==> src/rtl/id_ex_pkg.sv <==
// Shared widths and control-bundle bit positions for the ID/EX pipeline register.
package id_ex_pkg;

    localparam int NB_DATA  = 32;
    localparam int NB_REG   = 5;
    localparam int NB_FUNCT = 6;
    localparam int NB_CTRL  = 12;
    localparam int NB_CNT   = 16;

    localparam int CTRL_REG_WRITE  = 0;
    localparam int CTRL_MEM_TO_REG = 1;
    localparam int CTRL_MEM_READ   = 2;
    localparam int CTRL_MEM_WRITE  = 3;
    localparam int CTRL_BRANCH     = 4;
    localparam int CTRL_REG_DST    = 5;
    localparam int CTRL_ALU_SRC    = 6;
    localparam int CTRL_ALU_OP_LSB = 7;
    localparam int CTRL_ALU_OP_MSB = 9;
    localparam int CTRL_JUMP       = 10;
    localparam int CTRL_JAL        = 11;

    // An invalid slot must never carry write-enable or memory-access bits.
    function automatic logic [NB_CTRL-1:0] ctrl_gate(input logic valid, input logic [NB_CTRL-1:0] ctrl);
        logic [NB_CTRL-1:0] gated;
        if (valid) begin
            gated = ctrl;
        end else begin
            gated = {NB_CTRL{1'b0}};
        end
        return gated;
    endfunction

endpackage

==> src/rtl/id_ex_register_pipe_field_reg.sv <==
// One group of pipeline flops with reset > hold > clear > load priority.
module pipe_field_reg #(
    parameter int WIDTH = 1
) (
    input  logic             i_clk,
    input  logic             i_reset,
    input  logic             i_hold,
    input  logic             i_clear,
    input  logic [WIDTH-1:0] i_d,
    output logic [WIDTH-1:0] o_q
);

    logic [WIDTH-1:0] r_q;

    // Field register update
    always_ff @(posedge i_clk) begin
        if (i_reset) begin
            r_q <= {WIDTH{1'b0}};
        end else if (i_hold) begin
            r_q <= r_q;
        end else if (i_clear) begin
            r_q <= {WIDTH{1'b0}};
        end else begin
            r_q <= i_d;
        end
    end

    assign o_q = r_q;

endmodule

==> src/rtl/id_ex_register.sv <==
// ID/EX pipeline register with stall, flush, debug freeze and a saturating bubble counter.
module id_ex_register
    import id_ex_pkg::*;
#(
    parameter int P_NB_DATA  = NB_DATA,
    parameter int P_NB_REG   = NB_REG,
    parameter int P_NB_FUNCT = NB_FUNCT,
    parameter int P_NB_CTRL  = NB_CTRL,
    parameter int P_NB_CNT   = NB_CNT
) (
    input  logic                  i_clk,
    input  logic                  i_reset,
    input  logic                  i_enable,
    input  logic                  i_stall,
    input  logic                  i_flush,
    input  logic                  i_valid,
    input  logic [P_NB_DATA-1:0]  i_pc_plus4,
    input  logic [P_NB_DATA-1:0]  i_read_data1,
    input  logic [P_NB_DATA-1:0]  i_read_data2,
    input  logic [P_NB_DATA-1:0]  i_sign_extend,
    input  logic [P_NB_REG-1:0]   i_rs,
    input  logic [P_NB_REG-1:0]   i_rt,
    input  logic [P_NB_REG-1:0]   i_rd,
    input  logic [P_NB_REG-1:0]   i_shamt,
    input  logic [P_NB_FUNCT-1:0] i_funct,
    input  logic [P_NB_CTRL-1:0]  i_ctrl,
    output logic [P_NB_DATA-1:0]  o_pc_plus4,
    output logic [P_NB_DATA-1:0]  o_read_data1,
    output logic [P_NB_DATA-1:0]  o_read_data2,
    output logic [P_NB_DATA-1:0]  o_sign_extend,
    output logic [P_NB_REG-1:0]   o_rs,
    output logic [P_NB_REG-1:0]   o_rt,
    output logic [P_NB_REG-1:0]   o_rd,
    output logic [P_NB_REG-1:0]   o_shamt,
    output logic [P_NB_FUNCT-1:0] o_funct,
    output logic [P_NB_CTRL-1:0]  o_ctrl,
    output logic                  o_valid,
    output logic [P_NB_CNT-1:0]   o_bubble_count
);

    localparam int NB_DGRP = 4 * P_NB_DATA;
    localparam int NB_FGRP = 4 * P_NB_REG + P_NB_FUNCT;

    logic                 w_hold;
    logic                 w_clear;
    logic                 w_bubble;
    logic [P_NB_CTRL-1:0] w_ctrl_gated;
    logic [NB_DGRP-1:0]   w_data_q;
    logic [NB_FGRP-1:0]   w_field_q;
    logic [P_NB_CNT-1:0]  r_bubble_count;

    // Flush beats stall; freeze beats both.
    assign w_hold       = !i_enable | (i_stall & !i_flush);
    assign w_clear      = i_flush;
    assign w_bubble     = i_enable & (i_flush | (!i_stall & !i_valid));
    assign w_ctrl_gated = P_NB_CTRL'(ctrl_gate(i_valid, NB_CTRL'(i_ctrl)));

    pipe_field_reg #(.WIDTH(NB_DGRP)) u_data_reg (
        .i_clk   (i_clk),
        .i_reset (i_reset),
        .i_hold  (w_hold),
        .i_clear (w_clear),
        .i_d     ({i_pc_plus4, i_read_data1, i_read_data2, i_sign_extend}),
        .o_q     (w_data_q)
    );

    pipe_field_reg #(.WIDTH(NB_FGRP)) u_field_reg (
        .i_clk   (i_clk),
        .i_reset (i_reset),
        .i_hold  (w_hold),
        .i_clear (w_clear),
        .i_d     ({i_rs, i_rt, i_rd, i_shamt, i_funct}),
        .o_q     (w_field_q)
    );

    pipe_field_reg #(.WIDTH(P_NB_CTRL)) u_ctrl_reg (
        .i_clk   (i_clk),
        .i_reset (i_reset),
        .i_hold  (w_hold),
        .i_clear (w_clear),
        .i_d     (w_ctrl_gated),
        .o_q     (o_ctrl)
    );

    pipe_field_reg #(.WIDTH(1)) u_valid_reg (
        .i_clk   (i_clk),
        .i_reset (i_reset),
        .i_hold  (w_hold),
        .i_clear (w_clear),
        .i_d     (i_valid),
        .o_q     (o_valid)
    );

    assign {o_pc_plus4, o_read_data1, o_read_data2, o_sign_extend} = w_data_q;
    assign {o_rs, o_rt, o_rd, o_shamt, o_funct}                    = w_field_q;

    // Saturating bubble counter, cleared only by reset
    always_ff @(posedge i_clk) begin
        if (i_reset) begin
            r_bubble_count <= {P_NB_CNT{1'b0}};
        end else if (w_bubble && (r_bubble_count != {P_NB_CNT{1'b1}})) begin
            r_bubble_count <= r_bubble_count + {{(P_NB_CNT-1){1'b0}}, 1'b1};
        end else begin
            r_bubble_count <= r_bubble_count;
        end
    end

    assign o_bubble_count = r_bubble_count;

endmodule

==> config.mk <==
export PLATFORM = sky130hd
export DESIGN_NAME = id_ex_register
export DESIGN_NICKNAME = d
export VERILOG_FILES = /design/src/rtl/id_ex_pkg.sv /design/src/rtl/id_ex_register_pipe_field_reg.sv /design/src/rtl/id_ex_register.sv
export SDC_FILE = /design/constraint.sdc
export NUM_CORES = 1
export LEC_CHECK = 0
export ABC_CLOCK_PERIOD_IN_PS = 3290
export CAP_MARGIN = 40
export CORE_AREA = 2 2 137 139
export CTS_CLUSTER_SIZE = 12
export DETAILED_ROUTE_END_ITERATION = 10
export DIE_AREA = 0 0 139 141
export PLACE_DENSITY = 0.83
export REMOVE_ABC_BUFFERS = 1
export SYNTH_ARGS = -nofsm -noshare
export SYNTH_HDL_FRONTEND = slang
export SYNTH_SLANG_ARGS = --single-unit
==> constraint.sdc <==
create_clock -name i_clk -period 3.29 [get_ports i_clk]
set_input_delay 0.8225 -clock i_clk [delete_from_list [all_inputs] [get_ports i_clk]]
set_output_delay 0.8225 -clock i_clk [all_outputs]
set_load 0.01 [all_outputs]
# Word level (Yosys, flattened, before mapping)
# Index checks and enable logic that the tools add are counted.
[word_totals]
reg_bits = 183
in_bits = 172
word_cells = 22
[classes]
add_sub_neg = 1
n_eq_ne = 1
muxes = 5
n_bitwise = 5
reduce_logical = 5
[ops]
columns = ["cell", "n"]
rows = [
  ["128-bit two-way mux", 1],
  ["26-bit two-way mux", 1],
  ["12-bit two-way mux", 2],
  ["16-bit by 1-bit adder with 16-bit output, second input constant", 1],
  ["16-bit != test, second input constant", 1],
  ["1-bit logical NOT", 4],
  ["1-bit bitwise AND", 3],
  ["1-bit OR", 2],
  ["1-bit logical AND", 1],
  ["1-bit two-way mux", 1],
]

# Longest topological paths before layout
[depth]
word_depth = 5
ltp_mapped = 6
ltp_nobuf = 5

# Cells and area by module
# A second synthesis with hierarchy kept.
[hier_totals]
cells_unflattened = 857
hier_area_um2 = 7850.0
[by_module_without_submodules]
columns = ["module", "instances", "cells_per_inst", "area_per_inst_um2", "seq_area_each_um2"]
rows = [
  ["pipe_field_reg (u_data_reg)", 1, 569, 5119.9, 2562.5],
  ["pipe_field_reg (u_field_reg)", 1, 116, 1151.1, 520.5],
  ["id_ex_register", 1, 115, 999.7, 320.3],
  ["pipe_field_reg (u_ctrl_reg)", 1, 53, 541.8, 240.2],
  ["pipe_field_reg (u_valid_reg)", 1, 4, 37.5, 20.0],
]

# Least setup slack after synthesis
# No wires, ideal clock.
[synth_timing]
path_kind = "input-to-reg"
from = "input port i_valid"
to = "register r_bubble_count[15] (netlist: o_bubble_count[15])"
setup_ns = 0.123
arrival_time_ns = 1.841
slack_ns = 1.326
stages = 5
n_path_buf = 1
path_cell_list = "o21bai_4 -> nand4_1 -> buf_2 -> nor4b_1 -> mux2_1"
[synth_via]
elab_chain_len = 5
[synth_rtl]
columns = ["item", "line_no", "rtl"]
rows = [
  ["from (decl)", "id_ex_register.sv:16", "input logic i_valid,"],
  ["1-bit logical NOT", "id_ex_register.sv:55", "assign w_bubble = i_enable & (i_flush | (!i_stall & !i_valid));"],
  ["1-bit bitwise AND", "id_ex_register.sv:55", ""],
  ["1-bit OR", "id_ex_register.sv:55", ""],
  ["1-bit bitwise AND", "id_ex_register.sv:55", ""],
  ["1-bit logical AND", "id_ex_register.sv:101", "end else if (w_bubble && (r_bubble_count != {P_NB_CNT{1'b1}})) begin"],
  ["to (signal assigned)", "id_ex_register.sv:100", "r_bubble_count <= {P_NB_CNT{1'b0}};"],
  ["to (signal assigned)", "id_ex_register.sv:102", "r_bubble_count <= r_bubble_count + {{(P_NB_CNT-1){1'b0}}, 1'b1};"],
  ["to (signal assigned)", "id_ex_register.sv:104", "r_bubble_count <= r_bubble_count;"],
  ["to (decl)", "id_ex_register.sv:50", "logic [P_NB_CNT-1:0] r_bubble_count;"],
]
# Every way passes these cells.
# A chain may end at the register's enable or synchronous reset.

# Worst setup path after layout
[layout_timing]
from = "input port i_flush"
to = "register r_bubble_count[15] (netlist: o_bubble_count[15])"
[layout_via]
elab_chain_len = 3
[layout_rtl]
columns = ["item", "line_no", "rtl"]
rows = [
  ["from (decl)", "id_ex_register.sv:15", "input logic i_flush,"],
  ["1-bit OR", "id_ex_register.sv:55", ""],
  ["1-bit bitwise AND", "id_ex_register.sv:55", ""],
  ["1-bit logical AND", "id_ex_register.sv:101", ""],
]
# Every way passes these cells.

==> results.md <==
- NetSw: 0.00126 W
- Antenna viol nets, final: 0
- Initial antenna violation count: 0
- Inst Count DP: 1,353
- Worst slew margin: 43.7%
- Cell-internal power: 0.00386 W
- Library cells used by synthesis: 36
- Met2 WL: 11.5 mm
- Die area: 19,600 um^2
- Slowest CP cell: clkdlybuf4s50_1
- Seq cells post-synth: 183
- Maximum vdd drop: 0.337 mV
- Minimum clock period: 2.41 ns
- # DRC: 0
- Hold buffer count at cts: 0
- Placer Congestion: 0.789
- DR WL met3: 1.90 mm
- Starting Density: 40.6%
- Clk slew on worst S/H paths: 0.07 ns
- Crit-path cells: clkdlybuf4s50_1, o21bai_4, nand4_1, nor4b_1, mux2_1
- DR iter-0 viols: 363
- # clock sinks: 183
- Top layer in use: met4
- Length of the first detailed-routing pass in iterations: 4
- Gates resized, CTS repair: 0
- Area Growth Syn to Fin: 57.5%
- Setup Skew: 0.00869 ns
- Reg area: 3660 um^2
- Clk buf depth: 2
- Clock Power Share: 42.8%
- Core Rows: 50
- GRT overflow: 0
- Reg2Reg Setup Slack: 1.39 ns
- CTS tree: built
- Setup violators final: 0
- Diode count: 0
- Final Util: 63.9%
- Switching share of power: 24.6%
- # fillers: 1,529
- P per Cell Area: 438 nW/um^2
- Register area share after synthesis: 49.4%
- Post-DP HPWL: 15.8 mm
- Hold path depth: 2
- Routed wire per std cell: 17.2 um
- Synth Area per Inst: 8.77 um^2
- Root buffer cell: clkbuf_16
- CTS buffer count: 17
- Largest delay share family, worst path: simple AND/OR/NAND/NOR gates
- Synth Cell Area: 7410 um^2
- Final Max Tran Viols: 0
- Clock Latency Late Sink: 0.43 ns
- Crit-path max cell delay: 0.57 ns
- Max-Cap Viols: 0
- Crit-path max FO: 11
- Non-Filler Instances: 1,385
- Comb pwr share: 12.3%
- Final Net Count: 1,311
- First-pass GRT wire length: 37.7 mm
- Layout cells sized above 1: 4.69%
- Hold Crit Start: u_valid_reg.o_q$_SDFFE_PP0N_
- CP endpoint kind: flip-flop
- Cells on worst reg2reg path: 4
- Vias in the first global route: 7,130
- Worst hold margin: 0.470 ns
- Reg2reg start: o_bubble_count[2]$_SDFFE_PP0P_
- Status: complete, no violations
- IO Port Bufs: 354
- Final Hold Fails: 0
- Syn Inst Count: 845
- Critical path class: input pin to flip-flop
- Cell leakage power: 4.32 nW
- Largest net degree at the start of global routing: 100
- CP Launch Type: input pin
- DIE WIDTH: 139 um
- Yosys Warn Count: 0
- Via density per instance: 5.44
- WP data required: 3.60 ns
- Worst Hold Class: flip-flop to flip-flop
- CP startpoint: i_flush
- Postcts setup bufs: 0
- Global-route usage over all layers: 23.4%
- Htree depth: 4
- Via count: 7,540
- Core ar.: 18,300 um^2
- Highest clock rate: 415 MHz
- Multi-input gate area: 3360 um^2
- CP bufs+invs: 1
- Share of power burned in registers: 44.9%
- Arrival @ worst endpoint: 2.72 ns
- Slew @ Worst Pin: 0.845 ns
- Final wirelength: 23.8 mm
- Tcrit/Tclk final: 73.2%
- Unrepaired setup endpoints after global routing: false
- R2r endpoint: o_bubble_count[15]$_SDFFE_PP0P_
- Chip Height: 141 um
- Post-Route M1 WL: 9.69 mm
- Io pins: 355
- WHS Endpoint: u_valid_reg.o_q$_SDFFE_PP0N_
==> metal layers <==
layer | up-vias | track usage, %
li1 | 3660 | -
met1 | 3550 | 28.7
met2 | 284 | 38.4
met3 | 46 | 7.07
met4 | 0 | 9.62
met5 | - | 0
==> registers in the layout, summed over array words and instances, names as in the netlist <==
name / count
u_valid_reg.o_q: 1
u_field_reg.o_q: 26
u_data_reg.o_q: 128
u_ctrl_reg.o_q: 12
o_bubble_count: 16
==> layout make-up <==
type / instances / area share (%)
Clock inverter: 14 / 1.60
Tap cell: 234 / 2.51
Inverter: 8 / 0.279
Clock buffer: 18 / 3.76
Sequential cell: 183 / 31.4
Multi-Input combinational cell: 561 / 28.8
Timing Repair Buffer: 367 / 31.7
==> synthesized netlist by cell type (all sizes together) <==
master	instances	area (um^2)
o31ai	7	52.6
nand3b	1	7.51
nand4	6	43.8
nor3	3	15.0
o311ai	1	8.76
o21bai	1	18.8
a21oi	164	821
a22oi	12	90.1
nand3	4	20.0
dfxtp	183	3660
o21ai	5	25.0
and3	1	6.26
o21a	1	7.51
nor2b	1	6.26
o31a	1	8.76
ha	1	12.5
and4	158	1380
clkbuf	75	282
and2	1	6.26
buf	18	90.1
o311a	1	10.0
nand2	5	18.8
nor4b	2	23.8
or3	2	12.5
mux2	1	11.3
or4	7	52.6
a41oi	1	8.76
inv	8	30.0
a211oi	2	15.0
o41ai	1	8.76
nor4	2	18.8
nor2	169	634
==> worst min-delay path, cell delays in order, from the launching register on <==
cell and delay, ns:
dfxtp_1 0.32, inv_1 0.05, a211oi_1 0.05
==> worst max-delay path by stage <==
stage | cells after the start | slack (ns) | to
after floorplan | 4 | -4.79 | u_ctrl_reg.o_q[0]$_SDFFE_PP0N_
after global placement | 5 | 0.52 | o_bubble_count[15]$_SDFFE_PP0P_
after detailed placement | 5 | 0.44 | o_bubble_count[15]$_SDFFE_PP0P_
after CTS | 5 | 0.90 | o_bubble_count[15]$_SDFFE_PP0P_
after global routing | 5 | 0.80 | o_bubble_count[15]$_SDFFE_PP0P_
final | 5 | 0.88 | o_bubble_count[15]$_SDFFE_PP0P_
==> cells in the final DEF (no fill, tap or decap), types with 4 or more instances in the layout <==
master             n
nand3_1            4
buf_12             5
clkbuf_16         17
or4_1              7
nand2_1            5
a22oi_1           12
a21oi_1          164
clkdlybuf4s50_1  352
dfxtp_1          183
nor2_1           169
nand4_1            5
inv_6              4
o21ai_0            4
o31ai_1            7
and4_1           158
buf_4             10
inv_1              6
==> power by group through the flow <==
stage / Clock (W) / Combinational, W / Sequential, W
6_report: 0.00219 / 0.000630 / 0.00230
2_1_floorplan: 0 / 0.000154 / 0.00237
3_3_place_gp: 0 / 0.000624 / 0.00235
4_1_cts: 0.00223 / 0.000633 / 0.00230
5_1_grt: 0.00232 / 0.000683 / 0.00230
3_5_place_dp: 0 / 0.000630 / 0.00235
==> kinds of logic after synthesis <==
family	synth area share, %
AND/OR/NAND/NOR	30.3
AO/OA/AOI/OAI	14.5
buffers and inverters	5.42
adder cells (fa/ha/maj)	0.169
flip-flops	49.4
multiplexers	0.152
==> stage by stage <==
stage / TNS (ns) / cell area [um^2] / setup slack [ns] / total power, W
final: 0 / 11700 / 0.883 / 0.00512
after global placement: 0 / 11000 / 0.523 / 0.00297
after CTS: 0 / 11700 / 0.905 / 0.00516
after floorplan: -766.11 / 7040 / -4.79 / 0.00253
after global routing: 0 / 11700 / 0.797 / 0.00531
after detailed placement: 0 / 11000 / 0.440 / 0.00298
No activity file was read; power rests on OpenSTA's default activity.
